--- src/rtl/cla_pipe_adder.sv ---
// Pipelined adder built from 2-bit carry-lookahead groups, one group per stage.
// Each stage resolves two sum bits, registers its group carry and forwards the untouched operand bits.
module cla_pipe_adder #(
    parameter int WIDTH = 8
) (
    input  logic             clk,
    input  logic             rst_n,
    input  logic             in_valid,
    output logic             in_ready,
    input  logic [WIDTH-1:0] a,
    input  logic [WIDTH-1:0] b,
    input  logic             cin,
    output logic             out_valid,
    input  logic             out_ready,
    output logic [WIDTH-1:0] sum,
    output logic             cout,
    output logic             ovf
);
    localparam int STAGES = WIDTH / 2;
    localparam int LAST   = STAGES - 1;

    logic             r_valid [STAGES];
    logic             r_carry [STAGES];
    logic [WIDTH-1:0] r_sum   [STAGES];
    logic [WIDTH-1:0] r_a     [STAGES];
    logic [WIDTH-1:0] r_b     [STAGES];
    logic             r_cmsb;

    logic             w_adv;
    logic             w_v     [STAGES];
    logic [WIDTH-1:0] w_a     [STAGES];
    logic [WIDTH-1:0] w_b     [STAGES];
    logic [WIDTH-1:0] w_s_in  [STAGES];
    logic             w_c0    [STAGES];
    logic [1:0]       w_p     [STAGES];
    logic [1:0]       w_g     [STAGES];
    logic             w_c1    [STAGES];
    logic             w_c2    [STAGES];
    logic [WIDTH-1:0] w_sum   [STAGES];

    // Handshake: a beat moves on an edge where valid & ready are both high.
    // The whole pipe advances together whenever the output slot is empty or
    // being drained, so in_ready mirrors that enable and a stall freezes every
    // stage, including bubbles.
    assign w_adv    = !out_valid || out_ready;
    assign in_ready = w_adv;

    always_comb begin
        w_v[0]    = in_valid;
        w_a[0]    = a;
        w_b[0]    = b;
        w_c0[0]   = cin;
        w_s_in[0] = '0;
        for (int k = 1; k < STAGES; k++) begin
            w_v[k]    = r_valid[k-1];
            w_a[k]    = r_a[k-1];
            w_b[k]    = r_b[k-1];
            w_c0[k]   = r_carry[k-1];
            w_s_in[k] = r_sum[k-1];
        end
        for (int k = 0; k < STAGES; k++) begin
            w_p[k]   = w_a[k][2*k +: 2] ^ w_b[k][2*k +: 2];
            w_g[k]   = w_a[k][2*k +: 2] & w_b[k][2*k +: 2];
            w_c1[k]  = w_g[k][0] | (w_p[k][0] & w_c0[k]);
            w_c2[k]  = w_g[k][1] | (w_p[k][1] & w_g[k][0]) | (w_p[k][1] & w_p[k][0] & w_c0[k]);
            w_sum[k] = w_s_in[k];
            w_sum[k][2*k +: 2] = {w_p[k][1] ^ w_c1[k], w_p[k][0] ^ w_c0[k]};
        end
    end

    always_ff @(posedge clk or negedge rst_n) begin
        if (!rst_n) begin
            for (int k = 0; k < STAGES; k++) begin
                r_valid[k] <= 1'b0;
                r_carry[k] <= 1'b0;
                r_sum[k]   <= '0;
                r_a[k]     <= '0;
                r_b[k]     <= '0;
            end
            r_cmsb <= 1'b0;
        end else if (w_adv) begin
            for (int k = 0; k < STAGES; k++) begin
                r_valid[k] <= w_v[k];
                // Bubbles only move the valid bit; data of the stage holds.
                if (w_v[k]) begin
                    r_carry[k] <= w_c2[k];
                    r_sum[k]   <= w_sum[k];
                    r_a[k]     <= w_a[k];
                    r_b[k]     <= w_b[k];
                end
            end
            if (w_v[LAST]) begin
                r_cmsb <= w_c1[LAST];
            end
        end
    end

    assign out_valid = r_valid[LAST];
    assign sum       = r_sum[LAST];
    assign cout      = r_carry[LAST];
    assign ovf       = r_cmsb ^ r_carry[LAST];
endmodule

--- config.mk ---
export PLATFORM = sky130hd
export DESIGN_NAME = cla_pipe_adder
export DESIGN_NICKNAME = d
export VERILOG_FILES = /design/src/rtl/cla_pipe_adder.sv
export SDC_FILE = /design/constraint.sdc
export NUM_CORES = 1
export LEC_CHECK = 0
export CAP_MARGIN = 15
export CORE_MARGIN = 2
export CORE_UTILIZATION = 58
export CTS_CLUSTER_SIZE = 14
export DETAILED_ROUTE_END_ITERATION = 10
export PLACE_DENSITY = 0.83
export RECOVER_POWER = 100
export SLEW_MARGIN = 20
export SYNTH_ARGS = -nofsm -noshare
export SYNTH_HDL_FRONTEND = slang
export SYNTH_SLANG_ARGS = --single-unit
--- constraint.sdc ---
create_clock -name clk -period 3.3 [get_ports clk]
set_clock_uncertainty 0.2 [all_clocks]
set_input_delay 0.495 -clock clk [delete_from_list [all_inputs] [get_ports clk]]
set_output_delay 0.495 -clock clk [all_outputs]
set_load 0.01 [all_outputs]
Word-level counts from Yosys, hierarchy flattened
Cells that the tools add are included.
W data, S select, Z words.
Operators by class
  multipliers: 0
  mux-type cells: 0
  reductions and logical operators: 6
  bitwise gates (word level): 45
  divide/modulo/power cells: 0
  magnitude comparators: 0
  shifts and indexed selects: 0
  add/sub/neg operators: 0
  equal/unequal tests: 0
Operator list (number)
  $and A1 B1 Y1: 16
  $or A1 B1 Y1: 12
  $xor A1 B1 Y1: 9
  $and A2 B2 Y2: 4
  $reduce_and A2 Y1: 4
  $xor A2 B2 Y2: 4
  $logic_not A1 Y1: 1
  $logic_or A1 B1 Y1: 1
Word-level totals
  input port bits: 21
  memories kept: 0
  memory bits (read-only): 0
  bits in writable memories: 0
  bits in latches: 0
  bits in registers: 77

Depth between registers and ports, before layout
  word-level depth: 4
  depth in mapped cells: 4
  gate-level depth less buffers: 4

Least setup slack after synthesis
Ideal clock, no wire load.
  path type: input to register
  from: input a[0]
  to: register r_sum[25] in the netlist's numbering
  arrival: 1.320 ns
  required time: 2.975 ns
  cell stages on the path: 4
  setup time: 0.125 ns
  slack: 1.655 ns
  cell sequence: inv_1 > fa_1 > xnor2_1 > mux2_2
Between the ends
  cells in the longest elaborated chain, start to end: 4
RTL lines
  from (decl): line 10  | input logic [WIDTH-1:0] a,
  $xor A2 B2 Y2: line 62  | w_p[k] = w_a[k][2*k +: 2] ^ w_b[k][2*k +: 2];
  $and A1 B1 Y1: line 64  | w_c1[k] = w_g[k][0] | (w_p[k][0] & w_c0[k]);
  $or A1 B1 Y1 (*): line 64
  $xor A1 B1 Y1 (*): line 67  | w_sum[k][2*k +: 2] = {w_p[k][1] ^ w_c1[k], w_p[k][0] ^ w_c0[k]};
  to (signal, indexed assignment): line 87  | r_sum[k] <= w_sum[k];
  to (decl): line 24  | logic [WIDTH-1:0] r_sum [STAGES];
Mark *: on every way between the ends. The rest lies on a longest branch, timed or not.
A chain may end at the register's enable or synchronous reset.

Worst setup path after layout
  from: input out_ready
  to: output in_ready
Between the ends
  cells in the longest elaborated chain, start to end: 1
RTL lines
  from (decl): line 14  | input logic out_ready,
  $logic_or A1 B1 Y1: line 45  | assign w_adv = !out_valid || out_ready;
  to (decl): line 9  | output logic in_ready,
Every way passes these cells.

==> results.yml <==
clock_network:
  cts_tree: "yes"
  worst_skew_pair.late_latency_ns: 0.30
  numCtsBuffers: 5
  htree_levels: 2
  clock-sinks: 53
  clk_pin_slew_ns: 0.09
  cts-root-buf: "clkbuf_8"
  cts_setup_buffers: 0
  hold_buffers: 0
  cts_buffer_depth: 2
  cts_resized: 0
die:
  fp-row-count: 23
  initial_utilization: 0.611
  ios: 33
  die_width_um: 69.4
  coreArea_um2: 4060
  die_h_um: 69.4
  die_area_um2: 4810
timing:
  drv_slew: 0
  setup_violations: 0
  worst_pin_slew_ns: 1.26
  max-slew-margin-rel: 0.158
  fmax_mhz: 395
  hold_slack_ns: 0.254
  fin_crit_sh: 0.768
  setup_tns_ns: 0
  layout_min_cycle_time_ns: 2.53
  rsz0062_at_grt: "no"
  hold_viol: 0
worst_hold_path:
  hold_path_class: "in -> async"
global_routing:
  grtUsageTotal: 0.179
  grt_antenna_before_repair: 0
  grt_pass1_vias: 1440
  grt_first_pass_wirelength_mm: 6.79
  grt_max_degree: 54
  overflow: 0
drt:
  wire_per_inst_um: 15.3
  route.detailed.drc: 0
  vias: 1303
  ant_nets: 0
  drt-total-wl_mm: 3.73
  dr.pass1.iters: 5
  drtIter0Drc: 96
  post_drt_via_cell_ratio: 5.36
yosys:
  yosysWarnings: 0
  syn_area_per_cell_um2: 15.0
  synth_fp_nets: 198
  synth.cell_area_um2: 2480
  ys_seq_elements: 53
  yosysSeqAreaShare: 0.535
  synth.distinct_cells: 21
  syn-instance-count: 165
final_layout:
  antenna_cells: 0
  postLayoutCoreUtil: 0.673
  final_common_cell: "dfrtp_1"
  final_cell_mix: "dfrtp_1 (53), mux2_1 (22), mux2_2 (19)"
  syn_to_final_growth_pct: 10.2
  fin_nets: 225
  drive_gt1_frac: 0.155
critical_path:
  startpoint_type: "input pin"
  critPathLaunch: "out_ready"
  path_class: "in -> out"
  endpoint_kind: "output port"
  cp_max_fo: 13
  cp_data_required_time_ns: 2.60
  arrival_ns: 1.84
  r2r-start: "out_valid"
pwr:
  peakVddDrop_mv: 0.508
  leakage_uw: 0.00127
  finalPower_uw: 2470
  powerDensity_nw_per_um2: 904
placed_design:
  hpwlAfterDp_mm: 2.72
  gp_congestion: 0.770
  port_buffers: 32
flow_run:
  max_cap_violations: 0
run_status:
  outcome: "complete, no violations"
-- cell families (layout without fill, tap and decap cells) --
| group | count (synthesis) | after routing | synth area share |
|---|---|---|---|
| buffers and inverters | 27 | 55 | 0.0666 |
| XOR/XNOR | 5 | 5 | 0.0177 |
| flip-flops | 53 | 53 | 0.535 |
| AO/OA/AOI/OAI | 15 | 15 | 0.0353 |
| AND/OR/NAND/NOR | 6 | 6 | 0.0268 |
| adder cells (fa/ha/maj) | 12 | 12 | 0.0727 |
| multiplexers | 47 | 47 | 0.246 |
-- routing by layer --
| layer | share of wire | GRT usage |
|---|---|---|
| met3 | 0.034 | 0.0392 |
| met4 | 0.014 | 0.0675 |
| met1 | 0.42 | 0.214 |
| met5 | 0 | 0 |
| met2 | 0.53 | 0.316 |
-- power breakdown --
group / internal (uW) / leakage (uW) / switching [uW]
clock network: 190 / 0.0000542 / 204
logic: 538 / 0.000591 / 412
registers: 949 / 0.000621 / 178
total: 1680 / 0.00127 / 794
-- worst max-delay path, stage by stage --
cell	delay, ns
dlygate4sd3_1	0.53
nand2b_4	0.19
dlygate4sd3_1	0.62
-- metrics by stage --
step	instances	area, um^2	setup slack [ns]
after floorplan	165	2480	1.65
after global placement	235	2750	0.837
after detailed placement	235	2750	0.831
after CTS	243	2850	0.829
after global routing	243	2730	0.720
final	243	2730	0.766
-- state kept, by name, summed over array words and instances, names as in the netlist --
signal     count
r_valid        3
r_b           12
r_cmsb         1
r_sum         12
r_carry        3
out_valid      1
sum            8
r_a           12
cout           1
-- Yosys cell counts --
cell      count  area, um^2
buf_4         8        60.1
nand2b_4      1        13.8
xor2_1        2        17.5
xnor2_1       3        26.3
mux2_2       19         214
a31oi_1       2        12.5
inv_1        15        56.3
mux2_4       23         345
buf_6         3        33.8
nand2_2       1        6.26
ha_1          8         100
nand2_1       1        3.75
mux2i_1       5        50.1
a21o_1        4        30.0
a21oi_1       6        30.0
buf_8         1        15.0
o21ai_0       3        15.0
fa_1          4        80.1
nand2_4       2        22.5
nand2_8       1        20.0
dfrtp_1      53        1330
-- area by class of cell --
type | count | area (um^2)
clock buffers | 7 | 96.3
inverters | 15 | 56.3
well taps | 50 | 62.6
clock inverters | 1 | 5.00
repair buffers | 32 | 315
fillers | 314 | 1330
multi-input cells | 85 | 871
flip-flops and latches | 53 | 1330
-- worst paths after layout --
kind	endpoint	slack, ns	cells after the start
worst min register to register	sum[5]	0.29	1
max in group asynchronous	r_b[26]	1.89	1
min in group clk	sum[5]	0.29	1
worst min-delay path	sum[0]	0.25	1
worst max register to register	r_a[27]	1.46	3
worst max-delay path	in_ready	0.77	3
Note: power is estimated with default switching activity, not from simulation.
